<file path="src/rtl/alu_arbiter_pkg.sv">
// Shared definitions for the two-requester ALU arbiter and the ALU beside it:
// the legal RISC-V ALU opcodes, the arbiter state encoding and the latched request record.
package alu_arbiter_pkg;

    localparam logic [6:0] OPCODE_OP     = 7'b0110011;
    localparam logic [6:0] OPCODE_OP_IMM = 7'b0010011;

    typedef enum logic [1:0] {
        ST_IDLE = 2'd0,
        ST_EXEC = 2'd1,
        ST_RESP = 2'd2
    } arb_state_t;

    typedef struct packed {
        logic [6:0]  opcode;
        logic [2:0]  funct3;
        logic [6:0]  funct7;
        logic [31:0] rs1_value;
        logic [31:0] operand;
    } alu_req_t;

    function automatic logic is_alu_opcode(input logic [6:0] opcode);
        return (opcode == OPCODE_OP) || (opcode == OPCODE_OP_IMM);
    endfunction

endpackage

</file>
<file path="src/rtl/alu_arbiter_if.sv">
// Bundle of request, response and shared-ALU signals around alu_arbiter.
// slave is the arbiter's view; master is the view of the requesters plus the ALU.
interface alu_arbiter_if;

    logic        req0_valid_in,     req1_valid_in;
    logic        req0_ready_out,    req1_ready_out;
    logic [6:0]  req0_opcode_in,    req1_opcode_in;
    logic [2:0]  req0_funct3_in,    req1_funct3_in;
    logic [6:0]  req0_funct7_in,    req1_funct7_in;
    logic [31:0] req0_rs1_value_in, req1_rs1_value_in;
    logic [31:0] req0_operand_in,   req1_operand_in;

    logic        rsp0_valid_out,    rsp1_valid_out;
    logic        rsp0_ready_in,     rsp1_ready_in;
    logic [31:0] rsp_result_out;
    logic        rsp_err_out;

    logic [6:0]  alu_opcode_out;
    logic [2:0]  alu_funct3_out;
    logic [6:0]  alu_funct7_out;
    logic [31:0] alu_rs1_value_out;
    logic [31:0] alu_operand_out;
    logic [31:0] alu_result_in;

    modport slave (
        input  req0_valid_in, req1_valid_in,
        output req0_ready_out, req1_ready_out,
        input  req0_opcode_in, req1_opcode_in,
        input  req0_funct3_in, req1_funct3_in,
        input  req0_funct7_in, req1_funct7_in,
        input  req0_rs1_value_in, req1_rs1_value_in,
        input  req0_operand_in, req1_operand_in,
        output rsp0_valid_out, rsp1_valid_out,
        input  rsp0_ready_in, rsp1_ready_in,
        output rsp_result_out, rsp_err_out,
        output alu_opcode_out, alu_funct3_out, alu_funct7_out,
        output alu_rs1_value_out, alu_operand_out,
        input  alu_result_in
    );

    modport master (
        output req0_valid_in, req1_valid_in,
        input  req0_ready_out, req1_ready_out,
        output req0_opcode_in, req1_opcode_in,
        output req0_funct3_in, req1_funct3_in,
        output req0_funct7_in, req1_funct7_in,
        output req0_rs1_value_in, req1_rs1_value_in,
        output req0_operand_in, req1_operand_in,
        input  rsp0_valid_out, rsp1_valid_out,
        output rsp0_ready_in, rsp1_ready_in,
        input  rsp_result_out, rsp_err_out,
        input  alu_opcode_out, alu_funct3_out, alu_funct7_out,
        input  alu_rs1_value_out, alu_operand_out,
        output alu_result_in
    );

endinterface

</file>
<file path="src/rtl/alu_arbiter.sv">
// Round-robin arbiter sharing one combinational ALU between two requesters.
// Each operation takes IDLE -> EXEC -> RESP, so the block sustains one operation per 3 cycles.
import alu_arbiter_pkg::*;

module alu_arbiter #(
    parameter int unsigned RESET_PRIORITY = 0
) (
    input  logic          clk_in,
    input  logic          rst_in,
    alu_arbiter_if.slave  bus
);

    localparam logic RESET_PTR = (RESET_PRIORITY != 0);

    arb_state_t  state, next_state;
    logic        prio_ptr;
    logic        grant_id;
    alu_req_t    req_q;
    logic [31:0] result_q;
    logic        err_q;

    alu_req_t    req0_fields, req1_fields;
    logic        any_valid, grant_sel, grant_fire, rsp_fire;
    logic        req0_ready, req1_ready, rsp0_valid, rsp1_valid;

    assign req0_fields = {bus.req0_opcode_in, bus.req0_funct3_in, bus.req0_funct7_in,
                          bus.req0_rs1_value_in, bus.req0_operand_in};
    assign req1_fields = {bus.req1_opcode_in, bus.req1_funct3_in, bus.req1_funct7_in,
                          bus.req1_rs1_value_in, bus.req1_operand_in};

    // On contention the pointer decides; a lone requester wins regardless of the pointer.
    assign any_valid = bus.req0_valid_in | bus.req1_valid_in;
    assign grant_sel = (bus.req0_valid_in & bus.req1_valid_in) ? prio_ptr : bus.req1_valid_in;

    always_ff @(posedge clk_in or posedge rst_in) begin
        if (rst_in) begin
            state <= ST_IDLE;
        end else begin
            state <= next_state;
        end
    end

    always_comb begin
        next_state = state;
        req0_ready = 1'b0;
        req1_ready = 1'b0;
        rsp0_valid = 1'b0;
        rsp1_valid = 1'b0;
        grant_fire = 1'b0;
        rsp_fire   = 1'b0;
        case (state)
            ST_IDLE: begin
                if (any_valid && !rst_in) begin
                    grant_fire = 1'b1;
                    req0_ready = ~grant_sel;
                    req1_ready = grant_sel;
                    next_state = ST_EXEC;
                end
            end
            ST_EXEC: begin
                next_state = ST_RESP;
            end
            ST_RESP: begin
                rsp0_valid = ~grant_id;
                rsp1_valid = grant_id;
                rsp_fire   = grant_id ? bus.rsp1_ready_in : bus.rsp0_ready_in;
                if (rsp_fire) begin
                    next_state = ST_IDLE;
                end
            end
            default: begin
                next_state = ST_IDLE;
            end
        endcase
    end

    // Latched request and registered result; the ALU sees req_q in every state.
    always_ff @(posedge clk_in or posedge rst_in) begin
        if (rst_in) begin
            prio_ptr <= RESET_PTR;
            grant_id <= 1'b0;
            req_q    <= '0;
            result_q <= '0;
            err_q    <= 1'b0;
        end else begin
            if (grant_fire) begin
                req_q    <= grant_sel ? req1_fields : req0_fields;
                grant_id <= grant_sel;
                prio_ptr <= ~grant_sel;
            end
            if (state == ST_EXEC) begin
                result_q <= is_alu_opcode(req_q.opcode) ? bus.alu_result_in : 32'h0;
                err_q    <= ~is_alu_opcode(req_q.opcode);
            end
        end
    end

    assign bus.req0_ready_out    = req0_ready;
    assign bus.req1_ready_out    = req1_ready;
    assign bus.rsp0_valid_out    = rsp0_valid;
    assign bus.rsp1_valid_out    = rsp1_valid;
    assign bus.rsp_result_out    = (state == ST_RESP) ? result_q : 32'h0;
    assign bus.rsp_err_out       = (state == ST_RESP) ? err_q : 1'b0;
    assign bus.alu_opcode_out    = req_q.opcode;
    assign bus.alu_funct3_out    = req_q.funct3;
    assign bus.alu_funct7_out    = req_q.funct7;
    assign bus.alu_rs1_value_out = req_q.rs1_value;
    assign bus.alu_operand_out   = req_q.operand;

endmodule

</file>
<file path="src/flat_wrapper.sv">
// flat-port wrapper written by rule: the top's interface ports become plain ports
module alu_arbiter_flat 
#(
    parameter int unsigned RESET_PRIORITY = 0
)
  (clk_in, rst_in, bus_req0_valid_in, bus_req1_valid_in, bus_req0_ready_out, bus_req1_ready_out, bus_req0_opcode_in, bus_req1_opcode_in, bus_req0_funct3_in, bus_req1_funct3_in, bus_req0_funct7_in, bus_req1_funct7_in, bus_req0_rs1_value_in, bus_req1_rs1_value_in, bus_req0_operand_in, bus_req1_operand_in, bus_rsp0_valid_out, bus_rsp1_valid_out, bus_rsp0_ready_in, bus_rsp1_ready_in, bus_rsp_result_out, bus_rsp_err_out, bus_alu_opcode_out, bus_alu_funct3_out, bus_alu_funct7_out, bus_alu_rs1_value_out, bus_alu_operand_out, bus_alu_result_in);
  alu_arbiter_if bus_i ();
  input  logic clk_in;
  input  logic rst_in;
  input wire logic [$bits(bus_i.req0_valid_in)-1:0] bus_req0_valid_in;
  input wire logic [$bits(bus_i.req1_valid_in)-1:0] bus_req1_valid_in;
  output wire logic [$bits(bus_i.req0_ready_out)-1:0] bus_req0_ready_out;
  output wire logic [$bits(bus_i.req1_ready_out)-1:0] bus_req1_ready_out;
  input wire logic [$bits(bus_i.req0_opcode_in)-1:0] bus_req0_opcode_in;
  input wire logic [$bits(bus_i.req1_opcode_in)-1:0] bus_req1_opcode_in;
  input wire logic [$bits(bus_i.req0_funct3_in)-1:0] bus_req0_funct3_in;
  input wire logic [$bits(bus_i.req1_funct3_in)-1:0] bus_req1_funct3_in;
  input wire logic [$bits(bus_i.req0_funct7_in)-1:0] bus_req0_funct7_in;
  input wire logic [$bits(bus_i.req1_funct7_in)-1:0] bus_req1_funct7_in;
  input wire logic [$bits(bus_i.req0_rs1_value_in)-1:0] bus_req0_rs1_value_in;
  input wire logic [$bits(bus_i.req1_rs1_value_in)-1:0] bus_req1_rs1_value_in;
  input wire logic [$bits(bus_i.req0_operand_in)-1:0] bus_req0_operand_in;
  input wire logic [$bits(bus_i.req1_operand_in)-1:0] bus_req1_operand_in;
  output wire logic [$bits(bus_i.rsp0_valid_out)-1:0] bus_rsp0_valid_out;
  output wire logic [$bits(bus_i.rsp1_valid_out)-1:0] bus_rsp1_valid_out;
  input wire logic [$bits(bus_i.rsp0_ready_in)-1:0] bus_rsp0_ready_in;
  input wire logic [$bits(bus_i.rsp1_ready_in)-1:0] bus_rsp1_ready_in;
  output wire logic [$bits(bus_i.rsp_result_out)-1:0] bus_rsp_result_out;
  output wire logic [$bits(bus_i.rsp_err_out)-1:0] bus_rsp_err_out;
  output wire logic [$bits(bus_i.alu_opcode_out)-1:0] bus_alu_opcode_out;
  output wire logic [$bits(bus_i.alu_funct3_out)-1:0] bus_alu_funct3_out;
  output wire logic [$bits(bus_i.alu_funct7_out)-1:0] bus_alu_funct7_out;
  output wire logic [$bits(bus_i.alu_rs1_value_out)-1:0] bus_alu_rs1_value_out;
  output wire logic [$bits(bus_i.alu_operand_out)-1:0] bus_alu_operand_out;
  input wire logic [$bits(bus_i.alu_result_in)-1:0] bus_alu_result_in;
  assign bus_i.req0_valid_in = bus_req0_valid_in;
  assign bus_i.req1_valid_in = bus_req1_valid_in;
  assign bus_req0_ready_out = bus_i.req0_ready_out;
  assign bus_req1_ready_out = bus_i.req1_ready_out;
  assign bus_i.req0_opcode_in = bus_req0_opcode_in;
  assign bus_i.req1_opcode_in = bus_req1_opcode_in;
  assign bus_i.req0_funct3_in = bus_req0_funct3_in;
  assign bus_i.req1_funct3_in = bus_req1_funct3_in;
  assign bus_i.req0_funct7_in = bus_req0_funct7_in;
  assign bus_i.req1_funct7_in = bus_req1_funct7_in;
  assign bus_i.req0_rs1_value_in = bus_req0_rs1_value_in;
  assign bus_i.req1_rs1_value_in = bus_req1_rs1_value_in;
  assign bus_i.req0_operand_in = bus_req0_operand_in;
  assign bus_i.req1_operand_in = bus_req1_operand_in;
  assign bus_rsp0_valid_out = bus_i.rsp0_valid_out;
  assign bus_rsp1_valid_out = bus_i.rsp1_valid_out;
  assign bus_i.rsp0_ready_in = bus_rsp0_ready_in;
  assign bus_i.rsp1_ready_in = bus_rsp1_ready_in;
  assign bus_rsp_result_out = bus_i.rsp_result_out;
  assign bus_rsp_err_out = bus_i.rsp_err_out;
  assign bus_alu_opcode_out = bus_i.alu_opcode_out;
  assign bus_alu_funct3_out = bus_i.alu_funct3_out;
  assign bus_alu_funct7_out = bus_i.alu_funct7_out;
  assign bus_alu_rs1_value_out = bus_i.alu_rs1_value_out;
  assign bus_alu_operand_out = bus_i.alu_operand_out;
  assign bus_i.alu_result_in = bus_alu_result_in;
  alu_arbiter #(.RESET_PRIORITY(RESET_PRIORITY)) u_core (.clk_in(clk_in), .rst_in(rst_in), .bus(bus_i));
endmodule
</file>
<file path="config.mk">
export PLATFORM = sky130hd
export DESIGN_NAME = alu_arbiter_flat
export DESIGN_NICKNAME = d
export VERILOG_FILES = /design/src/rtl/alu_arbiter_pkg.sv /design/src/rtl/alu_arbiter_if.sv /design/src/rtl/alu_arbiter.sv /design/src/flat_wrapper.sv
export SDC_FILE = /design/constraint.sdc
export NUM_CORES = 1
export LEC_CHECK = 0
export CORE_AREA = 2 2 122 124
export DETAILED_ROUTE_END_ITERATION = 10
export DIE_AREA = 0 0 124 126
export DONT_BUFFER_PORTS = 1
export PLACE_DENSITY_LB_ADDON = 0.12
export SYNTH_ARGS = -nofsm -noshare
export SYNTH_HDL_FRONTEND = slang
export SYNTH_SLANG_ARGS = --single-unit
</file>
<file path="constraint.sdc">
create_clock -name clk_in -period 4.4 [get_ports clk_in]
set_input_delay 0.44 -clock clk_in [delete_from_list [all_inputs] [get_ports clk_in]]
set_output_delay 0.44 -clock clk_in [all_outputs]
set_load 0.05 [all_outputs]
</file>
==> flow_summary.json, run 1 <==
{
  "setup_slack_ps": 1846,
  "initial_core_util_pct": 38.04,
  "start_kind": "flop",
  "drt_iter0_markers": 255,
  "end_kind": "primary output",
  "syn_area_mm2": 0.005445,
  "clock_path_buffers": 2,
  "fin_nets": 676,
  "pwr-share-seq_pct": 58.0,
  "ys_seq_area_share_pct": 54.23,
  "synth-seq-cells": 118,
  "combPwrFrac_pct": 18.1,
  "fin_crit_sh_pct": 58.04,
  "whs_ps": 156.6,
  "wire_per_inst_um": 24.32,
  "nFillCells": 1415,
  "slew_headroom_pct": 27.30,
  "ant_nets": 0,
  "register_area_mm2": 0.002953,
  "fmax_ghz": 0.3916,
  "cp_top_family": "simple AND/OR/NAND/NOR gates",
  "synth_nets": 705,
  "rsz0062_at_grt": "false",
  "drive_above_1_share_pct": 8.214,
  "cts_max_level": 4,
  "avgSynthCellArea_um2": 10.78,
  "synth_area_leader_cell": "dfrtp_1",
  "synthTopCellsByArea": "dfrtp_1 54%, a221o_1 15%, nor3_1 7.4%",
  "path_class": "flop to primary output",
  "clock_tree.root_cell": "clkbuf_16",
  "required_ps": 3960,
  "grt_max_degree": 86,
  "p_clk_share_pct": 23.9,
  "hold_viol_final": 0,
  "vias_per_cell": 6.203,
  "slew_violations": 0,
  "worst_pin_slew_ps": 1090,
  "dieArea_mm2": 0.01562,
  "cts_resized": 0,
  "pre_cts_ws_ps": 2220,
  "hp-class": "primary input to asynchronous set/reset pin",
  "cp_slowest_cell": "and3_4",
  "synth_cell_types": 24,
  "grt_pass1_wl_mm": 24.07,
  "drtPass1Iterations": 7,
  "core_mm2": 0.01431,
  "synth_warnings": 0,
  "finClkSkew_ps": 6.791,
  "crit_fanout": 83,
  "area_delta_synth_final_pct": 9.352,
  "gr-total-overflow": 0,
  "io_buffers": 0,
  "intPower_uw": 2656,
  "die_y_um": 126,
  "cts_buffers": 17,
  "wirelength_mm": 16.32,
  "worstPathArrival_ps": 2110,
  "cts_tree": "done",
  "syn_inst": 505,
  "p_per_area_mw_per_mm2": 882.1,
  "place_congestion": 0.8023,
  "maxCapViolations": 0,
  "antenna_cells": 0,
  "grt_pass1_vias": 4274,
  "ctsHoldBuffers": 0,
  "p_leak_uw": 0.002615,
  "antenna_found_initial": 0,
  "multi_input_area_mm2": 0.002172,
  "min_period_ps": 2554,
  "slowest_delay_ps": 970,
  "fin_tns_setup_ps": 0,
  "vias": 4162,
  "cts_sinks": 118,
  "rows": 44,
  "p_sw_uw": 2597,
  "hpwl_mm": 10.59,
  "clkLatencyLatePin_ps": 410,
  "grt.total_usage_pct": 20.43,
  "clkSlewWorstSetupHoldPaths_ps": 50,
  "setup_violations": 0,
  "layout_commonest_cell": "dfrtp_1",
  "status": "finished clean",
  "p_sw_share_pct": 49.44,
  "die_width_um": 124,
  "post-cts-setup-buffers": 0,
  "crit_buf_inv": 0,
  "layout_common_cells": "118 x dfrtp_1, 82 x nand2_1, 81 x nor3_1, 81 x a221o_1",
  "critical_path.cell_chain": "nor3_2, and3_4",
  "drc": 0,
  "synth_top_cell_area_share_pct": 54.23,
  "ioPinCount": 318,
  "ir_worst_vdd_v": 0.0003687
}
power by group through the flow:
stage | Sequential (uW) | Clock (uW) | Combinational (uW)
3_5_place_dp | 3060 | 0 | 974
4_1_cts | 3060 | 1280 | 965
3_3_place_gp | 3080 | 0 | 933
2_1_floorplan | 2920 | 0 | 875
5_1_grt | 3090 | 1340 | 1060
6_report | 3050 | 1250 | 951
synth_stat cells (all sizes together):
cell     number
nor3b         1
dfrtp       118
mux2          1
buf          37
nand2        82
nor4b         1
nor3         82
clkbuf       18
inv           5
nor2b         2
o21ai         2
and3          1
or3           1
a21oi         3
a221o        81
a22o         32
and2         32
nand4bb       1
nand2b        2
nor2          3
flip-flops by register name, indices dropped and copies added, names as in the netlist:
name / count
u_core.bus.alu_operand_out: 32
u_core.bus.alu_rs1_value_out: 32
u_core.err_q: 1
u_core.bus.alu_opcode_out: 7
u_core.result_q: 32
u_core.state: 2
u_core.bus.alu_funct7_out: 7
u_core.grant_id: 1
u_core.bus.alu_funct3_out: 3
u_core.prio_ptr: 1
layout make-up:
type	instances	area share, %
clock buffer	25	7.985
tap	184	3.866
inverter	5	0.3572
multi-input combinational	327	36.48
timing repair buffer	7	0.8825
sequential	118	49.59
clock inverter	5	0.8405
cells by family after synthesis:
family          count (synthesis)  share of synthesized area, %
mux                             1                        0.2068
simple gates                  208                         18.73
buf+inv                        60                         6.342
flops                         118                         54.23
compound gates                118                         20.50
through the flow:
stage          total power, uW  instance area, um2  utilization, %  cells
6_report                  5253                5954           41.60    671
2_1_floorplan             3799                5445               -    505
5_1_grt                   5486                5954           41.60    671
3_3_place_gp              4009                5429           37.93    641
3_5_place_dp              4038                5429           37.93    641
4_1_cts                   5296                5954           41.60    671
layer usage:
metal / global-route usage [%] / part of all wire [%] / wire length, um / vias up
met2: 33.74 / 48 / 7841 / 251
li1: - / - / - / 1833
met4: 9.518 / 3.1 / 510 / 0
met3: 8.107 / 10 / 1690 / 38
met1: 22.98 / 38 / 6274 / 2040
met5: 0 / 0 / 0 / -
worst reg2reg max path, cell delays in order (launching register included):
cell,delay [ps]
dfrtp_1,410
nor3_2,300
and3_4,970
a221o_1,340
worst paths after layout:
kind                       slack, ps                       endpoint  depth (start not counted)                  from
max in group asynchronous       3190            u_core.result_q[14]                          2                rst_in
min                              160   u_core.bus.alu_opcode_out[6]                          1                rst_in
max                             1850             bus_req0_ready_out                          2       u_core.state[1]
min reg2reg                      490            u_core.result_q[16]                          1   u_core.result_q[16]
max reg2reg                     2330  u_core.bus.alu_operand_out[5]                          3       u_core.state[1]
min in group clk_in              160             u_core.result_q[3]                          1  bus_alu_result_in[3]
No activity file was read; power rests on OpenSTA's default activity.
==> run 2, diff against run 1 <==
Settings changed: ABC_AREA set to 1, CORE_AREA 2 2 122 124 to 2 2 124 126, DIE_AREA 0 0 124 126 to 0 0 126 128.
Clock period 4.4 ns to 2.22 ns, I/O delays scaled along.
==> run 2 against run 1 <==
  * Global-route usage is 2.4 points higher
  * Largest cell class unchanged
  * Hold slack worse by 140 ps
  * Combinational power grew to 2.5 times the previous value
  * Highest routed layer unchanged
  * Clock skew hardly changed
  * Synthesized cell count is 70% higher
  * Non-clock buffer count is 95 higher
  * Clock power is 140% higher
  * Final cell count is 67% higher
  * Register-to-register slack worse by 1700 ps
==> flow_summary.json, run 2 <==
{
  "clock_tree.root_cell": "clkbuf_16",
  "required_ps": 2000,
  "layout_common_cells": "477 x nand2_1, 118 x dfrtp_1, 113 x nand3_1, 51 x dlygate4sd3_1, 47 x buf_4",
  "synth_area_leader_cell": "dfrtp_1",
  "hold_start": "bus_req0_rs1_value_in[22]",
  "min_period_ps": 2087,
  "die_width_um": 126,
  "vias": 5633,
  "clock_path_buffers": 2,
  "synthTopCellsByArea": "dfrtp_1 50%, nand2_1 30%, nand3_1 9.5%",
  "hold_viol_final": 0,
  "die_y_um": 128,
  "slew_headroom_pct": 40.13,
  "drive_above_1_share_pct": 9.840,
  "async_flop_share_pct": 100.0,
  "status": "finished clean",
  "grt_pass1_wl_mm": 28.99,
  "ant_nets": 0,
  "fin_crit_sh_pct": 94.01,
  "fmax_ghz": 0.4791,
  "synth_warnings": 0,
  "cts_buffers": 17,
  "layout_commonest_cell": "nand2_1",
  "avgSynthCellArea_um2": 6.931,
  "crit_start": "u_core.state[1]",
  "hp-class": "primary input to flop",
  "syn_area_mm2": 0.005939,
  "nFillCells": 1430,
  "place_congestion": 0.8286,
  "syn_inst": 857,
  "stdcell_count": 1123,
  "maxCapViolations": 0,
  "p_per_area_mw_per_mm2": 1516,
  "synth_top_cell_area_share_pct": 49.72,
  "synth_cell_types": 17,
  "drt_iter0_markers": 263,
  "grt_max_degree": 85,
  "dieArea_mm2": 0.01613,
  "hpwl_mm": 12.16,
  "setup_violations": 0,
  "start_kind": "flop",
  "wirelength_mm": 18.06,
  "synth_commonest_cells": "479 x nand2_1, 118 x dfrtp_1, 113 x nand3_1",
  "drtPass1Iterations": 5,
  "drc": 0,
  "core_mm2": 0.01486,
  "final_area_mm2": 0.007536,
  "area_delta_synth_final_pct": 26.88,
  "wire_per_inst_um": 16.08,
  "worstPathArrival_ps": 1870,
  "ys_dominant_reg_cell": "dfrtp_1",
  "pre_cts_ws_ps": 543.7,
  "register_area_mm2": 0.002953,
  "slew_violations": 0,
  "synth-edff-count": 0,
  "clkLatencyLatePin_ps": 420,
  "cts_resized": 0,
  "ys_seq_area_share_pct": 49.72,
  "antenna_cells": 0,
  "finClkSkew_ps": 7.024,
  "worst_pin_slew_ps": 898.1,
  "initial_core_util_pct": 39.96,
  "grt.total_usage_pct": 22.81,
  "fin_util_pct": 50.70,
  "post-cts-setup-buffers": 0,
  "synth-seq-cells": 118,
  "place_area_mm2": 0.006381,
  "cts_sinks": 118,
  "end_kind": "primary output",
  "grt_pass1_vias": 5761,
  "io_buffers": 0,
  "synth_nets": 1057,
  "synth.most_common_cell": "nand2_1",
  "crit_fanout": 36,
  "rows": 45,
  "ctsHoldBuffers": 51,
  "antenna_found_initial": 0,
  "multi_input_area_mm2": 0.002591,
  "fin_nets": 1122,
  "gr-total-overflow": 0,
  "cts_tree": "done",
  "ir_worst_vdd_v": 0.0006783,
  "rsz0062_at_grt": "false",
  "p_leak_uw": 0.004133,
  "vias_per_cell": 5.016,
  "cts_max_level": 4,
  "clkSlewWorstSetupHoldPaths_ps": 50,
  "dp.cells": 1040,
  "setup_slack_ps": 132.9,
  "ioPinCount": 318,
  "r2r-start": "u_core.prio_ptr",
  "path_class": "flop to primary output"
}
-- run 2: changes by cell type in the layout (fill, tap and decap cells not counted), moves of 32 or more --
cell / change
a221o_1: -81
buf_4: +40
nand2_1: +395
inv_1: +38
nor3_1: -81
nor2_1: +32
a22o_1: -32
dlygate4sd3_1: +51
and2_1: -32
nand3_1: +113
-- run 2: power by group --
part,total (uW),switching [uW],internal [uW]
clock network,2980,954,2020
registers,6030,3140,2890
logic,2420,1650,772
total,11400,5740,5690
-- run 2: cell type report --
cell class / instances / area share [%]
inverter: 44 / 2.241
multi-input combinational: 639 / 34.38
sequential: 118 / 39.18
tap: 188 / 3.121
clock buffer: 24 / 6.658
timing repair buffer: 102 / 12.52
clock inverter: 8 / 1.893
-- run 2: per-stage QoR --
stage	total power, uW	setup TNS (ps)	hold slack [ps]
6_report	11430	0	14.68
3_5_place_dp	8448	0	371.2
2_1_floorplan	7718	-57980	362.8
5_1_grt	12070	0	17.53
4_1_cts	11540	0	1.853
3_3_place_gp	8374	0	370.2
-- run 2: layer usage --
layer  global-route usage, %  share of wire (%)
met1                   25.87                 39
met2                   39.56                 50
met3                   8.347                9.4
met4                   8.403                2.1
met5                       0                  0
-- run 2: cells by family (layout without fill, tap and decap cells) --
family	count (synthesis)	in the layout	synth area share (%)
and+or+nand+nor	633	633	42.60
DFF	118	118	49.72
AOI/OAI and AO/OA	6	6	0.6741
buffers and inverters	100	178	7.015
-- run 2: worst max-delay path, cell delays in order, from the launching register on --
cell and delay (ps):
dfrtp_1 360, inv_1 60, or2_2 550, nor2_1 230
buf_4 230
-- run 2: worst paths after layout --
check                                                   endpoint  slack, ps  cells after the start
min in group asynchronous                        u_core.state[1]        590                      3
max in group asynchronous        u_core.bus.alu_rs1_value_out[0]        940                      3
worst max register to register  u_core.bus.alu_rs1_value_out[25]        610                      7
worst max-delay path                      bus_rsp_result_out[17]        130                      4
worst min-delay path            u_core.bus.alu_rs1_value_out[22]         10                      4
worst min register to register               u_core.result_q[23]        480                      2
==> run 3, diff against run 2 <==
Settings changed: ABC_AREA 1 to not set, CORE_AREA 2 2 124 126 to 2 2 122 124, DIE_AREA 0 0 126 128 to 0 0 124 126.
==> run 3 against run 2 <==
  * Largest power group unchanged
  * Count of clock-buffer cells in the layout unchanged
  * Die area is 3.1% lower
  * Power grew 0.19%
  * Critical path type unchanged
  * Critical endpoint is now bus_req1_ready_out
==> flow_summary.json, run 3 (same netlist as run 1, synthesis figures left out) <==
{
  "setup_violations": 0,
  "grt_max_degree": 85,
  "die_width_um": 124,
  "hold_start": "bus_req1_valid_in",
  "layout_common_cells": "118 x dfrtp_1, 114 x dlygate4sd3_1, 82 x nand2_1, 81 x nor3_1, 81 x a221o_1",
  "vias_per_cell": 5.796,
  "worst_r2r_path_depth": 4,
  "grt_pass1_vias": 5012,
  "drt_iter0_markers": 303,
  "dp.cells": 688,
  "io_buffers": 0,
  "cts_buffers": 17,
  "cts_tree": "done",
  "pre_cts_ws_ps": 430.0,
  "hp-class": "primary input to flop",
  "clock_path_buffers": 2,
  "drc": 0,
  "drive_above_1_share_pct": 14.15,
  "dieArea_mm2": 0.01562,
  "clkSlewWorstSetupHoldPaths_ps": 50,
  "slowest_delay_ps": 560,
  "cts_resized": 0,
  "whs_ps": 91.84,
  "hold_viol_final": 0,
  "area_delta_synth_final_pct": 47.77,
  "hpwl_mm": 11.66,
  "setup_slack_ps": 170.1,
  "cts_sinks": 118,
  "min_period_ps": 2050,
  "rsz0062_at_grt": "false",
  "cp_slowest_cell": "or3_2",
  "rows": 44,
  "fin_tns_setup_ps": 0,
  "wire_per_inst_um": 21.32,
  "maxCapViolations": 0,
  "wirelength_mm": 17.78,
  "r2r-start": "u_core.state[1]",
  "status": "finished clean",
  "place_congestion": 0.7706,
  "grt.total_usage_pct": 22.87,
  "vias": 4834,
  "core_mm2": 0.01431,
  "drtPass1Iterations": 5,
  "ir_worst_vdd_v": 0.0007559,
  "start_kind": "flop",
  "fin_crit_sh_pct": 92.34,
  "grt_pass1_wl_mm": 27.65,
  "end_kind": "primary output",
  "slew_headroom_pct": 50.55,
  "ant_nets": 0,
  "whs_path_depth": 2,
  "p_leak_uw": 0.003502,
  "reg2reg_to": "u_core.bus.alu_rs1_value_out[10]",
  "crit_fanout": 5,
  "antenna_found_initial": 0,
  "nFillCells": 1230,
  "cts_max_level": 4,
  "worst_pin_slew_ps": 739.0,
  "path_class": "flop to primary output",
  "clkLatencyLatePin_ps": 410,
  "finClkSkew_ps": 7.916,
  "fmax_ghz": 0.4878,
  "fin_nets": 837,
  "antenna_cells": 0,
  "gr-total-overflow": 0,
  "slew_violations": 0,
  "worstPathArrival_ps": 1830,
  "die_y_um": 126,
  "holdPathEnd": "u_core.prio_ptr",
  "layout_commonest_cell": "dfrtp_1",
  "r2r_slack_ps": 370,
  "stdcell_count": 834,
  "ioPinCount": 318,
  "critical_path.cell_chain": "or3_2, nor3b_2, buf_4",
  "initial_core_util_pct": 38.04,
  "clock_tree.root_cell": "clkbuf_16",
  "p_per_area_mw_per_mm2": 1423,
  "required_ps": 2000
}
## run 3: through the flow
step / utilization, % / total power (uW) / cell area, um2
final: 56.22 / 11450 / 8046
after global routing: 56.22 / 11890 / 8046
after CTS: 56.22 / 11480 / 8046
after detailed placement: 43.64 / 8237 / 6246
after global placement: 43.64 / 8170 / 6246
after floorplan: - / 7531 / 5449
## run 3: cell type report
| cell class | count | area, um2 | share of cell area [%] |
|---|---|---|---|
| Tap cell | 184 | 230.2 | 2.861 |
| Timing Repair Buffer | 168 | 2009 | 24.97 |
| Sequential cell | 118 | 2953 | 36.70 |
| Clock inverter | 8 | 167.7 | 2.084 |
| Multi-Input combinational cell | 327 | 2172 | 26.99 |
| Inverter | 5 | 22.52 | 0.2799 |
| Clock buffer | 24 | 491.7 | 6.111 |
## run 3: per-layer routing
layer  share of wire [%]  up-vias  track usage (%)
met5                   0        -                0
met4                 3.4        0            10.44
met2                  48      285            36.33
li1                    -     2159                -
met1                  40     2344            28.44
met3                 9.4       46            7.065
## run 3: repair_timing
| action | CTS | global route |
|---|---|---|
| setup buffers | 0 | 0 |
| hold endpoints to repair | 139 | 0 |
| setup endpoints to repair | 0 | 0 |
| hold buffers | 114 | 0 |
## run 3: power breakdown
group,leakage (uW),total (uW),switching (uW),internal [uW]
sequential,0.00151,5920,3060,2860
clock,0.000320,3070,961,2110
combinational,0.00167,2460,1320,1140
total,0.00350,11400,5340,6110
## run 3: how the worst max path moves through the flow
stage,to,slack (ps),start,cells after the start
floorplan,u_core.prio_ptr,250,u_core.state[1],5
global placement,u_core.bus.alu_rs1_value_out[10],450,u_core.state[1],4
detailed placement,u_core.bus.alu_rs1_value_out[10],430,u_core.state[1],4
CTS,bus_req1_ready_out,150,u_core.state[1],3
global route,bus_req1_ready_out,110,u_core.state[1],3
finish,bus_req1_ready_out,170,u_core.state[1],3
## run 3: worst max-delay path, delay by kind of cell, from the launching register on
family | cells | cell delay, ps
buffers and inverters | 1 | 230
flip-flops | 1 | 410
AND/OR/NAND/NOR | 2 | 780
